$ cat src/rtl/lsu_axi_master.sv
// LSU bus front-end: one load/store at a time -> single AXI4-Lite read/write; 1-cycle issue latency.
// Backpressure: stalls indefinitely on any AXI channel or on resp_ready; req_ready low while busy.
module lsu_axi_master #(
  parameter int ADDR_W      = 32,
  parameter bit CHECK_ALIGN = 1'b1
) (
  input  logic              clk,
  input  logic              rst,
  input  logic              req_valid,
  output logic              req_ready,
  input  logic              req_wen,
  input  logic [ADDR_W-1:0] req_addr,
  input  logic [31:0]       req_wdata,
  input  logic [1:0]        req_size,
  input  logic              req_unsigned,
  output logic              resp_valid,
  input  logic              resp_ready,
  output logic [31:0]       resp_rdata,
  output logic              resp_err,
  output logic [ADDR_W-1:0] araddr,
  output logic              arvalid,
  input  logic              arready,
  input  logic [31:0]       rdata,
  input  logic [1:0]        rresp,
  input  logic              rvalid,
  output logic              rready,
  output logic [ADDR_W-1:0] awaddr,
  output logic              awvalid,
  input  logic              awready,
  output logic [31:0]       wdata,
  output logic [3:0]        wstrb,
  output logic              wvalid,
  input  logic              wready,
  input  logic [1:0]        bresp,
  input  logic              bvalid,
  output logic              bready
);

  localparam logic [2:0] S_IDLE = 3'd0;
  localparam logic [2:0] S_AR   = 3'd1;
  localparam logic [2:0] S_R    = 3'd2;
  localparam logic [2:0] S_WR   = 3'd3;
  localparam logic [2:0] S_B    = 3'd4;
  localparam logic [2:0] S_RESP = 3'd5;

  logic [2:0]        state;
  logic [1:0]        off_q;
  logic [1:0]        size_q;
  logic              uns_q;
  logic [1:0]        req_off;
  logic              misaligned;
  logic              bad_req;
  logic [ADDR_W-1:0] addr_al;
  logic [31:0]       lane;
  logic [31:0]       load_ext;
  logic [3:0]        strb_nxt;
  logic              aw_done;
  logic              w_done;

  assign req_off = req_addr[1:0];
  assign addr_al = {req_addr[ADDR_W-1:2], 2'b00};

  always_comb begin
    misaligned = 1'b0;
    if (CHECK_ALIGN)
      misaligned = ((req_size == 2'd1) && req_off[0]) ||
                   ((req_size == 2'd2) && (req_off != 2'b00));
    bad_req = misaligned || (req_size == 2'd3);
  end

  always_comb begin
    case (req_size)
      2'd0:    strb_nxt = 4'b0001 << req_off;
      2'd1:    strb_nxt = 4'b0011 << req_off;
      default: strb_nxt = 4'b1111;
    endcase
  end

  // Shift the addressed lane down to bit 0, then extend according to the latched size.
  always_comb begin
    lane = rdata >> {off_q, 3'b000};
    case (size_q)
      2'd0:    load_ext = uns_q ? {24'h0, lane[7:0]}   : {{24{lane[7]}}, lane[7:0]};
      2'd1:    load_ext = uns_q ? {16'h0, lane[15:0]}  : {{16{lane[15]}}, lane[15:0]};
      default: load_ext = rdata;
    endcase
  end

  // A channel is done once its valid has dropped or is handshaking this cycle.
  assign aw_done = !awvalid || awready;
  assign w_done  = !wvalid  || wready;

  always_ff @(posedge clk or negedge rst) begin
    if (!rst) begin
      state      <= S_IDLE;
      req_ready  <= 1'b1;
      off_q      <= 2'b00;
      size_q     <= 2'b00;
      uns_q      <= 1'b0;
      resp_valid <= 1'b0;
      resp_rdata <= 32'h0;
      resp_err   <= 1'b0;
      araddr     <= '0;
      arvalid    <= 1'b0;
      rready     <= 1'b0;
      awaddr     <= '0;
      awvalid    <= 1'b0;
      wdata      <= 32'h0;
      wstrb      <= 4'h0;
      wvalid     <= 1'b0;
      bready     <= 1'b0;
    end else begin
      case (state)
        S_IDLE: begin
          if (req_valid) begin
            req_ready <= 1'b0;
            off_q     <= req_off;
            size_q    <= req_size;
            uns_q     <= req_unsigned;
            if (bad_req) begin
              state      <= S_RESP;
              resp_valid <= 1'b1;
              resp_err   <= 1'b1;
              resp_rdata <= 32'h0;
            end else if (!req_wen) begin
              state   <= S_AR;
              arvalid <= 1'b1;
              araddr  <= addr_al;
            end else begin
              state   <= S_WR;
              awvalid <= 1'b1;
              wvalid  <= 1'b1;
              awaddr  <= addr_al;
              wdata   <= req_wdata << {req_off, 3'b000};
              wstrb   <= strb_nxt;
            end
          end
        end
        S_AR: begin
          if (arready) begin
            arvalid <= 1'b0;
            rready  <= 1'b1;
            state   <= S_R;
          end
        end
        S_R: begin
          if (rvalid) begin
            rready     <= 1'b0;
            resp_valid <= 1'b1;
            resp_rdata <= load_ext;
            resp_err   <= (rresp != 2'b00);
            state      <= S_RESP;
          end
        end
        S_WR: begin
          if (awvalid && awready) awvalid <= 1'b0;
          if (wvalid && wready)   wvalid  <= 1'b0;
          if (aw_done && w_done) begin
            bready <= 1'b1;
            state  <= S_B;
          end
        end
        S_B: begin
          if (bvalid) begin
            bready     <= 1'b0;
            resp_valid <= 1'b1;
            resp_rdata <= 32'h0;
            resp_err   <= (bresp != 2'b00);
            state      <= S_RESP;
          end
        end
        S_RESP: begin
          if (resp_ready) begin
            resp_valid <= 1'b0;
            req_ready  <= 1'b1;
            state      <= S_IDLE;
          end
        end
        default: begin
          state     <= S_IDLE;
          req_ready <= 1'b1;
        end
      endcase
    end
  end

endmodule

$ cat config.mk
export PLATFORM = sky130hd
export DESIGN_NAME = lsu_axi_master
export DESIGN_NICKNAME = d
export VERILOG_FILES = /design/src/rtl/lsu_axi_master.sv
export SDC_FILE = /design/constraint.sdc
export NUM_CORES = 1
export LEC_CHECK = 0
export CAP_MARGIN = 20
export CORE_MARGIN = 1
export CORE_UTILIZATION = 44
export DETAILED_ROUTE_END_ITERATION = 10
export PLACE_DENSITY = 0.8
export SYNTH_ARGS = -nofsm -noshare
export SYNTH_HDL_FRONTEND = slang
export SYNTH_SLANG_ARGS = --single-unit
$ cat constraint.sdc
create_clock -name clk -period 2.1 [get_ports clk]
set_input_delay 0.42 -clock clk [delete_from_list [all_inputs] [get_ports clk]]
set_output_delay 0.42 -clock clk [all_outputs]
set_load 0.02 [all_outputs]
# Word-level counts from Yosys, hierarchy flattened

Cells that the tools add are included.

Output and inout port bits: 140
Logic and storage cells: 129
Bits in registers: 144
Input port bits: 113

Equality and inequality tests: 21
Reductions and logical operators: 36
Bitwise gates (word level): 3
Muxes and demuxes: 48
Shift-type cells: 4

Operator list:

| kind                                                             | count |
|---|---|
| 32-bit two-way mux                                               | 6 |
| 32-bit one-hot mux with 3 select lines                           | 1 |
| 32-bit one-hot mux with 2 select lines                           | 1 |
| 32-bit by 5-bit left shift with 32-bit output                    | 1 |
| 32-bit by 5-bit right shift with 16-bit output                   | 1 |
| 2-bit != test (second input constant)                            | 12 |
| 1-bit two-way mux                                                | 22 |
| 3-bit two-way mux                                                | 7 |
| 5-bit AND reduction                                              | 4 |
| 3-bit one-hot mux with 6 select lines                            | 1 |
| 2-bit nonzero test                                               | 7 |
| 6-bit AND reduction                                              | 2 |
| 1-bit one-hot mux with 2 select lines                            | 5 |
| 3-bit AND reduction                                              | 3 |
| 4-bit one-hot mux with 2 select lines                            | 1 |
| 4-bit AND reduction                                              | 2 |
| 3-bit by 2-bit == test with 1-bit output (second input constant) | 2 |
| 3-bit == test (second input constant)                            | 2 |
| 1-bit one-hot mux with 3 select lines                            | 2 |
| 1-bit logical AND                                                | 5 |
| 2-bit by 1-bit == test with 1-bit output (second input constant) | 2 |
| 2-bit == test (second input constant)                            | 2 |
| 2-bit logical NOT                                                | 2 |
| 1-bit logical OR                                                 | 4 |
| other kinds (12)                                                 | 15 |

# Logic depth before layout (Yosys ltp)

Gate-level depths: netlist of run 1.

Word-level depth: 7
Mapped depth: 10
Gate-level depth less buffers: 5

# Worst setup path after synthesis of run 1

No wires, ideal clock.

Kind: register -> register
From: register state[2]
To: register wdata[10]
Library setup time: 0.135 ns
Setup slack: 0.196 ns
Required time: 1.965 ns
Clock period less this slack: 1.904 ns
Stages on the path, launching flop included: 11
Buffers on the path: 5
Arrival: 1.770 ns
Cell sequence: dfrtp_1 > buf_2 > nor2_4 > nand3_1 > or2_2 > buf_2 > buf_6 > buf_6 > buf_2 > nand2_1 > o31ai_1

Word-level cells in the longest chain between the ends: 2

RTL lines:

| element                              | line | source |
|---|---|---|
| start: declaration                   | 46   | `logic [2:0] state;` |
| start signal: assignment             | 95   | `state <= S_IDLE;` |
| start signal: assignment             | 121  | `state <= S_RESP;` |
| start signal: assignment             | 126  | `state <= S_AR;` |
| 3-bit logical NOT                    | 113  | `case (state)` |
| 4-bit AND reduction (no source line) | --   |  |
| end signal: assignment               | 134  | `wdata <= req_wdata << {req_off, 3'b000};` |
| end: declaration                     | 30   | `output logic [31:0] wdata,` |

Every way passes these cells.
A chain may end at the register's enable or synchronous reset.

# Worst setup path after layout of run 1

From: register req_ready
To: output req_ready

RTL lines:

| element                  | line | source |
|---|---|---|
| start: declaration       | 10   | `output logic req_ready,` |
| start signal: assignment | 96   | `req_ready <= 1'b1;` |
| start signal: assignment | 116  | `req_ready <= 1'b0;` |
| start signal: assignment | 175  | `req_ready <= 1'b1;` |

No word-level cell between the ends.

==> impl_metrics.yaml, run 1 <==
status:
  outcome: "finished clean"
global_route:
  grt_pass1_wl_mm: 31.7
  grt_antenna_before_repair: 2
  gr-total-overflow: 0
  grt_max_degree: 62
  grt_pass1_vias: 6012
  grtUsageTotal: 0.262
route:
  via_per_inst: 5.38
  drc: 0
  detail_route.first_pass.iterations: 5
  wire_per_inst_um: 18.4
  routed_wl_mm: 19.6
  first_iter_violations: 386
  antenna_left: 0
  vias: 5722
setup_path:
  crit_family: "buffers and inverters"
  arrival_ns: 1.55
  cp.depth: 1
  worst-r2r-cell-count: 6
  max_stage_delay_ns: 0.60
  cp_slowest_cell: "clkdlybuf4s50_1"
  worstSetupPathType: "reg2out"
  worstPathRequired_ns: 1.68
  path_max_fanout: 3
  startpoint_type: "register"
  critPathBufInv: 1
  crit_chain: "clkdlybuf4s50_1"
  critPathCaptureType: "output port"
timing:
  setup_tns_ns: 0
  slew_violations: 0
  fin_crit_ns: 1.97
  worst_pin_slew_ns: 0.630
  hold_viol_final: 0
  rsz0062_at_grt: "no"
  holdWs_ns: 0.479
  relSlewSlack: 0.578
  finClkSkew_ns: 0.00677
  finalSetupViolations: 0
  period_share: 0.940
  timing.fmax_ghz: 0.507
cts:
  htreeDepth: 4
  cts_num_sinks: 144
  clockRootBuffer: "clkbuf_16"
  numCtsBuffers: 17
  post_cts_resize_count: 0
  cts_hold_buffers: 1
  tritoncts: "yes"
  clk_path_buf_depth: 2
  clkTransAtPathRegs_ns: 0.06
  insertion_delay_ns: 0.41
  cts_setup_buffers: 0
finish:
  final_common_cell: "clkdlybuf4s50_1"
  fill_cells: 1081
  fin_nets: 977
  finalCoreUtilization: 0.699
  drive_above_1_share: 0.192
  stdcell_count: 1063
  layout_common_cells: "clkdlybuf4s50_1 (246), dfrtp_1 (143), nand2_1 (82)"
  syn2layout_area_growth_pct: 54.4
synthesis:
  synth-async-reset-ratio: 1.00
  seq_area_frac_synth: 0.548
  yosys_warnings: 0
  netlist_area_um2: 6580
  synth_edf_count: 0
  synthFlopType: "dfrtp_1"
  synthCells: 594
  syn_area_per_cell_um2: 11.1
  yosysTopAreaCell: "dfrtp_1"
  synthTopCellsByArea: "dfrtp_1 (54%), mux2_2 (12%), nand2_1 (4.7%)"
  ys_types: 42
  ys_seq_elements: 144
  synth_top_area_share: 0.544
place:
  dp.cells: 1028
  io_buffers: 248
  post-dp-hpwl_mm: 14.9
  place.gp.congestion: 0.966
pwr:
  power_leakage_nw: 4.43
  ir_worst_vdd_mv: 0.918
  power_density_nw_per_um2: 1490
floorplanning:
  initial_core_util: 0.453
  die_y_um: 124
  die_area_um2: 15400
  io_pins: 253
  die_x_um: 124
  rows: 44
  core_area_um2: 14500
flow_run:
  cap_violations: 0
worst_hold_path:
  whs_path_depth: 2
  hold_path.class: "reg2reg"
[final timing paths]
check / start / endpoint / slack [ns]
hold reg to reg: resp_rdata[3] / resp_rdata[3] / 0.48
min in group asynchronous: rst / awaddr[3] / 0.56
setup reg to reg: off_q[1] / resp_rdata[11] / 0.22
setup / recovery: req_ready / req_ready / 0.13
max in group asynchronous: rst / awaddr[19] / 0.83
hold / removal: resp_rdata[3] / resp_rdata[3] / 0.48
[registers in the layout (all words and copies together) (netlist names)]
signal      cells
resp_err        1
wvalid          1
wdata          32
rready          1
uns_q           1
req_ready       1
state           3
off_q           2
size_q          2
arvalid         1
resp_valid      1
awaddr         30
resp_rdata     32
awvalid         1
bready          1
wstrb           4
araddr         30
[power by group]
group | internal, mW | switching, mW | leakage, nW
clock | 2.01 | 1.21 | 0.296
sequential | 4.01 | 0.817 | 1.83
combinational | 3.51 | 3.52 | 2.31
total | 9.54 | 5.55 | 4.43
[tightest hold or removal path, stage by stage, from the launching register on]
cell	delay, ns
dfrtp_1	0.35
nand2_1	0.05
nand2_1	0.05
[area by class of cell]
| cell class | count | area [um^2] | area share |
|---|---|---|---|
| Sequential cell | 144 | 3600 | 0.355 |
| Inverter | 10 | 37.5 | 0.00370 |
| Clock inverter | 14 | 205 | 0.0202 |
| Clock buffer | 18 | 429 | 0.0423 |
| Timing Repair Buffer | 295 | 2920 | 0.288 |
| Antenna cell | 2 | 5.00 | 0.000493 |
| Multi-Input combinational cell | 396 | 2720 | 0.268 |
| Tap cell | 184 | 230 | 0.0227 |
[synthesized netlist by cell type, types with 2 or more instances]
cell type / n
dfrtp_1: 143
nand2_1: 82
mux2_2: 71
a21oi_1: 43
nor2_1: 40
o21ai_0: 40
mux2i_1: 28
clkbuf_1: 18
a221o_1: 14
buf_2: 13
nor2b_1: 11
a221o_2: 10
inv_1: 10
o31ai_1: 9
a211oi_1: 8
buf_1: 8
o221ai_1: 7
buf_4: 5
buf_6: 3
a22oi_1: 2
a32oi_1: 2
nand2b_1: 2
nand3_1: 2
nand3b_1: 2
nor3_1: 2
nor3b_1: 2
nor4_1: 2
[per-stage QoR]
stage	instance area, um^2	worst slack, ns	power [mW]
after floorplan	6590	0.196	8.32
after global placement	9500	-0.136	11.7
after detailed placement	9500	-0.176	11.9
after CTS	10100	0.0990	15.2
after global routing	10200	0.0908	15.9
final	10200	0.126	15.1
[cell families after synthesis]
kind of cell / count (synthesis) / share of synthesized area
AND/OR/NAND/NOR: 153 / 0.102
buffers and inverters: 57 / 0.0413
multiplexers: 99 / 0.164
flip-flops: 144 / 0.548
other: 1 / 0.000570
AO/OA/AOI/OAI: 140 / 0.144
[layer usage]
layer | GRT usage | vias up | wire length (um)
met5 | 0 | - | 0
met1 | 0.306 | 2767 | 7770
met4 | 0.111 | 0 | 618
met3 | 0.0842 | 41 | 1610
met2 | 0.442 | 261 | 9600
li1 | - | 2653 | -
No activity file was read; power rests on OpenSTA's default activity.
==> run 2, diff against run 1 <==
Settings changed: CORE_UTILIZATION 44 to 45, CTS_BUF_LIST from default to sky130_fd_sc_hd__clkbuf_2 sky130_fd_sc_hd__clkbuf_4 sky130_fd_sc_hd__clkbuf_8, PLACE_DENSITY 0.8 to 0.82, TNS_END_PERCENT from default to 10.
==> impl_metrics.yaml, run 2 (synthesis results as in run 1) <==
cts:
  tritoncts: "yes"
  cts_num_sinks: 144
  insertion_delay_ns: 0.45
  numCtsBuffers: 17
  clk_path_buf_depth: 2
  clkTransAtPathRegs_ns: 0.08
  clockRootBuffer: "clkbuf_8"
  post_cts_resize_count: 0
  htreeDepth: 4
  cts_setup_buffers: 0
  cts_hold_buffers: 1
timing:
  period_share: 0.959
  finalSetupViolations: 0
  slew_violations: 0
  timing.fmax_ghz: 0.497
  fin_crit_ns: 2.01
  relSlewSlack: 0.504
  hold_viol_final: 0
  fin_ws_ns: 0.0862
  finClkSkew_ns: 0.00733
  worst_pin_slew_ns: 0.744
  setup_tns_ns: 0
  rsz0062_at_grt: "no"
  holdWs_ns: 0.474
setup_path:
  path_max_fanout: 3
  critPathBufInv: 1
  critPathCaptureType: "output port"
  worstPathRequired_ns: 1.68
  worstSetupPathType: "reg2out"
  cp_slowest_cell: "clkdlybuf4s50_1"
  max_stage_delay_ns: 0.60
  startpoint_type: "register"
  arrival_ns: 1.59
  crit_family: "buffers and inverters"
  crit_chain: "clkdlybuf4s50_1"
worst_hold_path:
  hold_path.class: "reg2reg"
global_route:
  grtUsageTotal: 0.272
  grt_pass1_vias: 5886
  grt_antenna_before_repair: 0
  gr-total-overflow: 0
  grt_max_degree: 53
  grt_pass1_wl_mm: 30.6
route:
  drc: 0
  antenna_left: 0
  detail_route.first_pass.iterations: 5
  routed_wl_mm: 20.1
  vias: 5797
  wire_per_inst_um: 19.1
  first_iter_violations: 439
  via_per_inst: 5.50
floorplanning:
  die_x_um: 123
  die_y_um: 123
  initial_core_util: 0.467
  die_area_um2: 15100
  core_area_um2: 14100
  io_pins: 253
  rows: 43
pwr:
  internal_power_mw: 8.71
  switching_share: 0.385
  power_frac_comb: 0.500
  ir_worst_vdd_mv: 1.01
  power_mw: 14.2
  power_density_nw_per_um2: 1430
  sequentialPowerShare: 0.343
  clockPowerShare: 0.156
  switching_power_mw: 5.45
  power_leakage_nw: 4.33
finish:
  final_common_cell: "clkdlybuf4s50_1"
  stdcell_count: 1054
  fin_area_um2: 9920
  syn2layout_area_growth_pct: 50.8
  fill_cells: 1013
  layout_common_cells: "clkdlybuf4s50_1 (247), dfrtp_1 (143), nand2_1 (82)"
  num_antenna_cells: 0
  top_regs: "resp_rdata x32, wdata x32"
  finalCoreUtilization: 0.704
  drive_above_1_share: 0.189
  fin_nets: 977
place:
  placed_cell_area_um2: 9520
  place.gp.congestion: 0.975
  post-dp-hpwl_mm: 15.2
  place_worst_setup_slack_ns: -0.203
  dp.cells: 1024
  io_buffers: 248
status:
  outcome: "finished clean"
flow_run:
  cap_violations: 0
run 2: cell count changes in the layout (fill, tap and decap cells not counted), moves of 2 or more:
cell | previous run | this run
clkbuf_8 | 0 | 18
clkbuf_16 | 17 | 0
inv_6 | 3 | 0
clkinv_4 | 2 | 0
diode_2 | 2 | 0
clkinv_2 | 0 | 3
run 2: power by group through the flow:
| stage | Clock (mW) | Sequential [mW] | Combinational (mW) |
|---|---|---|---|
| floorplan | 0 | 6.10 | 2.22 |
| global placement | 0 | 4.81 | 6.94 |
| detailed placement | 0 | 4.88 | 7.06 |
| CTS | 2.25 | 4.85 | 7.10 |
| global route | 2.37 | 5.00 | 7.48 |
| finish | 2.21 | 4.86 | 7.08 |
run 2: area by class of cell:
cell class,instances,area (um^2),area share
inverters,10,37.5,0.00379
well taps,180,225,0.0227
clock buffers,18,248,0.0250
flip-flops and latches,144,3600,0.363
clock inverters,11,143,0.0144
repair buffers,295,2940,0.296
multi-input cells,396,2720,0.274
run 2: path summary, 6_finish.rpt:
| kind | start | end | slack (ns) | depth (start not counted) |
|---|---|---|---|---|
| hold / removal | resp_rdata[3] | resp_rdata[3] | 0.47 | 2 |
| setup reg to reg | off_q[1] | resp_rdata[9] | 0.17 | 6 |
| hold reg to reg | resp_rdata[3] | resp_rdata[3] | 0.47 | 2 |
| setup / recovery | req_ready | req_ready | 0.09 | 1 |
| max in group asynchronous | rst | araddr[7] | 0.96 | 3 |
| min in group asynchronous | rst | resp_rdata[28] | 0.50 | 2 |
run 2: worst min-delay path, cell delays in order (launching register included):
cell and delay, ns:
dfrtp_1 0.35, nand2_1 0.05, nand2_1 0.05
run 2: metal layers:
layer  wire length, um  vias to the layer above  global-route usage
li1                  -                     2643                   -
met1              7650                     2783               0.324
met2              9840                      324               0.449
met3              1870                       47              0.0798
met4               768                        0               0.134
met5                 0                        -                   0
